**config.mk**
```make
export PLATFORM = sky130hd
export DESIGN_NAME = uart_tx_ctrl
export DESIGN_NICKNAME = d
export VERILOG_FILES = /design/src/rtl/uart_pkg.sv /design/src/rtl/uart_baud_gen.sv /design/src/rtl/uart_tx_ctrl.sv
export SDC_FILE = /design/constraint.sdc
export NUM_CORES = 1
export LEC_CHECK = 0
export BUFFER_PORTS_ARGS = -buffer_cell sky130_fd_sc_hd__buf_2
export CORE_MARGIN = 5
export CORE_UTILIZATION = 55
export CTS_BUF_LIST = sky130_fd_sc_hd__clkbuf_4 sky130_fd_sc_hd__clkbuf_8
export CTS_CLUSTER_SIZE = 28
export DETAILED_ROUTE_END_ITERATION = 6
export GPL_ROUTABILITY_DRIVEN = 0
export GPL_TIMING_DRIVEN = 0
export PLACE_DENSITY_LB_ADDON = 0.25
export SKIP_CTS_REPAIR_TIMING = 1
export SLEW_MARGIN = 20
export SYNTH_ARGS = -nofsm -noshare
export SYNTH_HDL_FRONTEND = slang
export SYNTH_SLANG_ARGS = --single-unit
```
**constraint.sdc**
```tcl
create_clock -name clk -period 17.6 [get_ports clk]
set_input_delay 0 -clock clk [delete_from_list [all_inputs] [get_ports clk]]
set_output_delay 0 -clock clk [all_outputs]
set_load 0.02 [all_outputs]
```
**src/rtl/uart_pkg.sv**
```systemverilog
// Shared UART types: TX controller state encoding, line idle level and the
// per-frame format record reused by the receive side.
package uart_pkg;

  typedef enum logic [2:0] {
    IDLE   = 3'd0,
    START  = 3'd1,
    DATA   = 3'd2,
    PARITY = 3'd3,
    STOP   = 3'd4
  } tx_state_t;

  localparam logic UART_IDLE_LVL = 1'b1;

  typedef struct packed {
    logic par_en;
    logic par_odd;
    logic stop2;
  } uart_cfg_t;

endpackage

```
**src/rtl/uart_baud_gen.sv**
```systemverilog
// Bit-period timer: counts 0..P-1 with P = max(div,1) and flags the last clock
// of every bit period. restart realigns the period to the current clock edge.
module uart_baud_gen #(
  parameter int DIV_W = 16
) (
  input  logic             clk,
  input  logic             rst_n,
  input  logic             restart,
  input  logic [DIV_W-1:0] div,
  output logic             bit_tick,
  output logic             tick_next
);

  logic [DIV_W-1:0] cnt_reg;
  logic [DIV_W-1:0] cnt_next;
  logic [DIV_W-1:0] last_cnt;

  // ">=" keeps the counter bounded even if div shrinks while idle.
  always_comb begin
    last_cnt = (div > DIV_W'(1)) ? (div - DIV_W'(1)) : '0;
    if (restart || (cnt_reg >= last_cnt)) begin
      cnt_next = '0;
    end else begin
      cnt_next = cnt_reg + DIV_W'(1);
    end
    tick_next = (cnt_next == last_cnt);
  end

  always_ff @(posedge clk or negedge rst_n) begin
    if (!rst_n) begin
      cnt_reg  <= '0;
      bit_tick <= 1'b0;
    end else begin
      cnt_reg  <= cnt_next;
      bit_tick <= tick_next;
    end
  end

endmodule

```
**src/rtl/uart_tx_ctrl.sv**
```systemverilog
// UART transmit controller: pops the TX FIFO and serializes each word as
// start, LSB-first data, optional parity and one or two stop bits.
module uart_tx_ctrl
  import uart_pkg::*;
#(
  parameter int WIDTH = 8,
  parameter int DIV_W = 16
) (
  input  logic             clk,
  input  logic             rst_n,
  input  logic             tx_en,
  input  logic [DIV_W-1:0] baud_div,
  input  logic             par_en,
  input  logic             par_odd,
  input  logic             stop2,
  input  logic             fifo_empty,
  input  logic [WIDTH-1:0] fifo_rd_data,
  output logic             fifo_rd_en,
  output logic             tx,
  output logic             busy,
  output logic             frame_done
);

  localparam int CNT_W = (WIDTH > 1) ? $clog2(WIDTH) : 1;
  localparam logic [CNT_W-1:0] LAST_BIT = CNT_W'(WIDTH - 1);

  tx_state_t        state;
  logic [WIDTH-1:0] shift_reg;
  logic [CNT_W-1:0] bit_cnt;
  logic [DIV_W-1:0] div_reg;
  logic [DIV_W-1:0] gen_div;
  uart_cfg_t        cfg_reg;
  logic             par_bit;
  logic             stop_sec;
  logic             run_reg;
  logic             bit_tick;
  logic             tick_next;
  logic             final_stop;
  logic             last_stop;
  logic             final_next;
  logic             pop;

  // run_reg holds off the first edge after reset release so no pop lands there.
  assign final_stop = (state == STOP) && (stop_sec || !cfg_reg.stop2);
  assign last_stop  = final_stop && bit_tick;
  assign pop        = run_reg && ((state == IDLE) || last_stop) && tx_en && !fifo_empty;
  assign fifo_rd_en = pop && rst_n;

  // On the pop edge the timer must already see the divisor being latched.
  assign gen_div = pop ? baud_div : div_reg;

  uart_baud_gen #(
    .DIV_W(DIV_W)
  ) u_baud (
    .clk      (clk),
    .rst_n    (rst_n),
    .restart  (pop),
    .div      (gen_div),
    .bit_tick (bit_tick),
    .tick_next(tick_next)
  );

  // Predicts whether the next clock sits inside the final stop bit, so the
  // registered frame_done can line up with that bit's last clock.
  always_comb begin
    final_next = 1'b0;
    case (state)
      DATA:    final_next = bit_tick && (bit_cnt == LAST_BIT) && !cfg_reg.par_en && !cfg_reg.stop2;
      PARITY:  final_next = bit_tick && !cfg_reg.stop2;
      STOP:    final_next = bit_tick ? (cfg_reg.stop2 && !stop_sec) : final_stop;
      default: final_next = 1'b0;
    endcase
  end

  always_ff @(posedge clk or negedge rst_n) begin
    if (!rst_n) begin
      state      <= IDLE;
      shift_reg  <= '0;
      bit_cnt    <= '0;
      div_reg    <= '0;
      cfg_reg    <= '0;
      par_bit    <= 1'b0;
      stop_sec   <= 1'b0;
      run_reg    <= 1'b0;
      tx         <= UART_IDLE_LVL;
      busy       <= 1'b0;
      frame_done <= 1'b0;
    end else begin
      run_reg    <= 1'b1;
      frame_done <= final_next && tick_next;
      if (pop) begin
        state           <= START;
        shift_reg       <= fifo_rd_data;
        div_reg         <= baud_div;
        cfg_reg.par_en  <= par_en;
        cfg_reg.par_odd <= par_odd;
        cfg_reg.stop2   <= stop2;
        par_bit         <= (^fifo_rd_data) ^ par_odd;
        bit_cnt         <= '0;
        stop_sec        <= 1'b0;
        tx              <= 1'b0;
        busy            <= 1'b1;
      end else if (bit_tick) begin
        case (state)
          START: begin
            state     <= DATA;
            tx        <= shift_reg[0];
            shift_reg <= shift_reg >> 1;
          end
          DATA: begin
            if (bit_cnt == LAST_BIT) begin
              bit_cnt <= '0;
              if (cfg_reg.par_en) begin
                state <= PARITY;
                tx    <= par_bit;
              end else begin
                state <= STOP;
                tx    <= UART_IDLE_LVL;
              end
            end else begin
              bit_cnt   <= bit_cnt + CNT_W'(1);
              tx        <= shift_reg[0];
              shift_reg <= shift_reg >> 1;
            end
          end
          PARITY: begin
            state <= STOP;
            tx    <= UART_IDLE_LVL;
          end
          STOP: begin
            if (final_stop) begin
              state    <= IDLE;
              stop_sec <= 1'b0;
              busy     <= 1'b0;
            end else begin
              stop_sec <= 1'b1;
            end
          end
          default: begin
            state <= IDLE;
            tx    <= UART_IDLE_LVL;
            busy  <= 1'b0;
          end
        endcase
      end
    end
  end

endmodule
```
==> metrics.txt <==
outcome=finished, final reports clean; Worst-Skew Late Latency=0.33 ns; Placed Instances=681; Max Cap Viol=0; Synth area leader=dfrtp_1; Worst Tran Pin Value=1.12 ns; GRT overflow=0; largest stage delay on the critical path=0.63 ns; mux share of post-synthesis cell area=0.0339; Port Buffer Count=34; Final Util=0.654; die area=10000 um^2; Post-DP HPWL=8800 um; DR WL/cell=16.9 um; core area=7810 um^2; routing usage on met1=0.337; Synth area leaders=dfrtp_1 30%, nand2_1 8.6%, ha_1 5.9%, nor2_1 5.0%, xnor2_1 4.9%; dpl ws=10.35 ns; drt first-iter violations=334; layout cells sized above 1=0.124; gr usage total=0.236; gr busiest metal=met2; setup_tns=0 ns; DRC violations left=0; Synth Register Bits=55; row count=32; Leakage=2.33 nW; worst vdd ir=0.0812 mV; power density cells=136 nW/um^2; GR Util met3=0.0299; met2 Usage GRT=0.376; via count=4418; post-synthesis simple-gate area fraction=0.302; initial antenna violation count=0; R2R depth=26; Req. time, crit path=17.86 ns; final worst slack=10.13 ns; headroom to the max-slew limit=0.248; Die X-Extent=100 um; H-tree depth=2; adder-cell share of the synthesized area=0.0589; main combinational cell family by area after synthesis=simple AND/OR/NAND/NOR gates; first-pass GRT wire length=19600 um; Antenna Nets Post-Route=0; Die Y=100 um; vias in the first global route=4014; TritonCTS buffer count=5; CP Max Fanout=10; post-synthesis compound-gate area fraction=0.164; unrepaired setup endpoints after global routing=false; min Tclk post-route=7.47 ns; clk root buf=clkbuf_8; share of the synthesized area in the top cell type=0.303; most used cell, CP=nand2_1; clock buffer depth=2; # diodes=0; Post-Syn Area per Cell=8.19 um^2; FFs w/ async S/R, synth=1.00; fin cells=713; final wirelength=12000 um; CTS tree=yes; fin crit share=0.425; CP max stage cell=o41ai_1; synthesized area=4460 um^2; clk slew on worst S/H paths=0.12 ns; Final Skew=0.0176 ns; R2R Setup Slk=10.13 ns; Yosys cell types=82; Initial Util=0.571; predominant post-synthesis flop cell=dfrtp_1; Clock Sinks=55; CP Class=reg -> reg; Hold WS=0.107 ns; Top Ports=35; Hold Crit Class=in -> reg; Final Hold Viols=0; startpoint types=flop; cells after synthesis=545; warnings from Yosys=0; Final Max Slew Viols=0; synthesized net count=597; Vias/cell=6.20; Hold Path Stages=3; Seq/Total Area, Yosys=0.309; largest net degree at the start of global routing=57; Area Overhead vs Synth=14.4%; most frequent cells in the layout=102 x nand2_1, 59 x nor2_1, 54 x dfrtp_1, 37 x buf_2, 25 x xnor2_1; CP endpoint kind=flop; fmax=0.134 GHz; Post-layout nets=662; Final Setup Violations=0; critical path arrival=7.73 ns; Post-synth EDFFs=0; first-pass iteration count of the detailed router=6; commonest non-fill, non-tap cell in the layout=nand2_1; XOR/XNOR share of the synthesized area=0.0923
[stage by stage]
step	area [um^2]	total power [mW]
6_report	5100	0.694
5_1_grt	5100	0.754
4_1_cts	4860	0.683
3_5_place_dp	4760	0.600
3_3_place_gp	4760	0.584
2_1_floorplan	4460	0.499
[critical path: cells and delay by family (launching register included)]
kind	cells	cell delay, ns
compound gates	5	1.54
flops	1	0.37
simple gates	10	2.31
buf+inv	8	2.48
xor+xnor	1	0.17
fa+ha+maj	2	0.54
[report_power, final]
part / leakage, nW / total (mW) / internal, mW / switching, mW
registers: 0.690 / 0.210 / 0.168 / 0.0418
clock network: 0.0522 / 0.0792 / 0.0304 / 0.0487
logic: 1.59 / 0.406 / 0.162 / 0.244
[layer usage]
layer,wire [um],vias to the layer above,part of all wire
met3,821,28,0.068
met5,0,-,0
met2,5670,197,0.47
li1,-,2097,-
met1,5270,2096,0.44
met4,267,0,0.022
[cell type report]
class	count	area (um^2)
flip-flops and latches	55	1380
inverters	14	52.6
plain buffers	24	120
fillers	676	2710
clock inverters	3	31.3
well taps	102	128
clock buffers	5	68.8
multi-input cells	452	2910
repair buffers	58	413
[cells in the mapped netlist, drive strengths merged (14+ instances only)]
cell type	instances
o21ai	18
nand2	103
inv	14
xnor2	25
nand3	15
nor2	60
dfrtp	54
mux2i	14
ha	21
xor2	22
[path summary, 6_finish.rpt]
| check | startpoint | end |
|---|---|---|
| min in group asynchronous | rst_n | u_baud.cnt_reg[6] |
| hold reg to reg | tx | tx |
| setup / recovery | state[0] | frame_done |
| max in group asynchronous | rst_n | u_baud.cnt_reg[15] |
| hold / removal | baud_div[0] | div_reg[0] |
| setup reg to reg | state[0] | frame_done |
[logic make-up (layout without fill, tap and decap cells)]
logic type,Yosys count,in the layout
flip-flops,55,55
other,1,1
AO/OA/AOI/OAI,102,102
AND/OR/NAND/NOR,266,266
adder cells (fa/ha/maj),21,21
buffers and inverters,38,104
multiplexers,15,15
XOR/XNOR,47,47
Power figures use the tool's default switching activity.
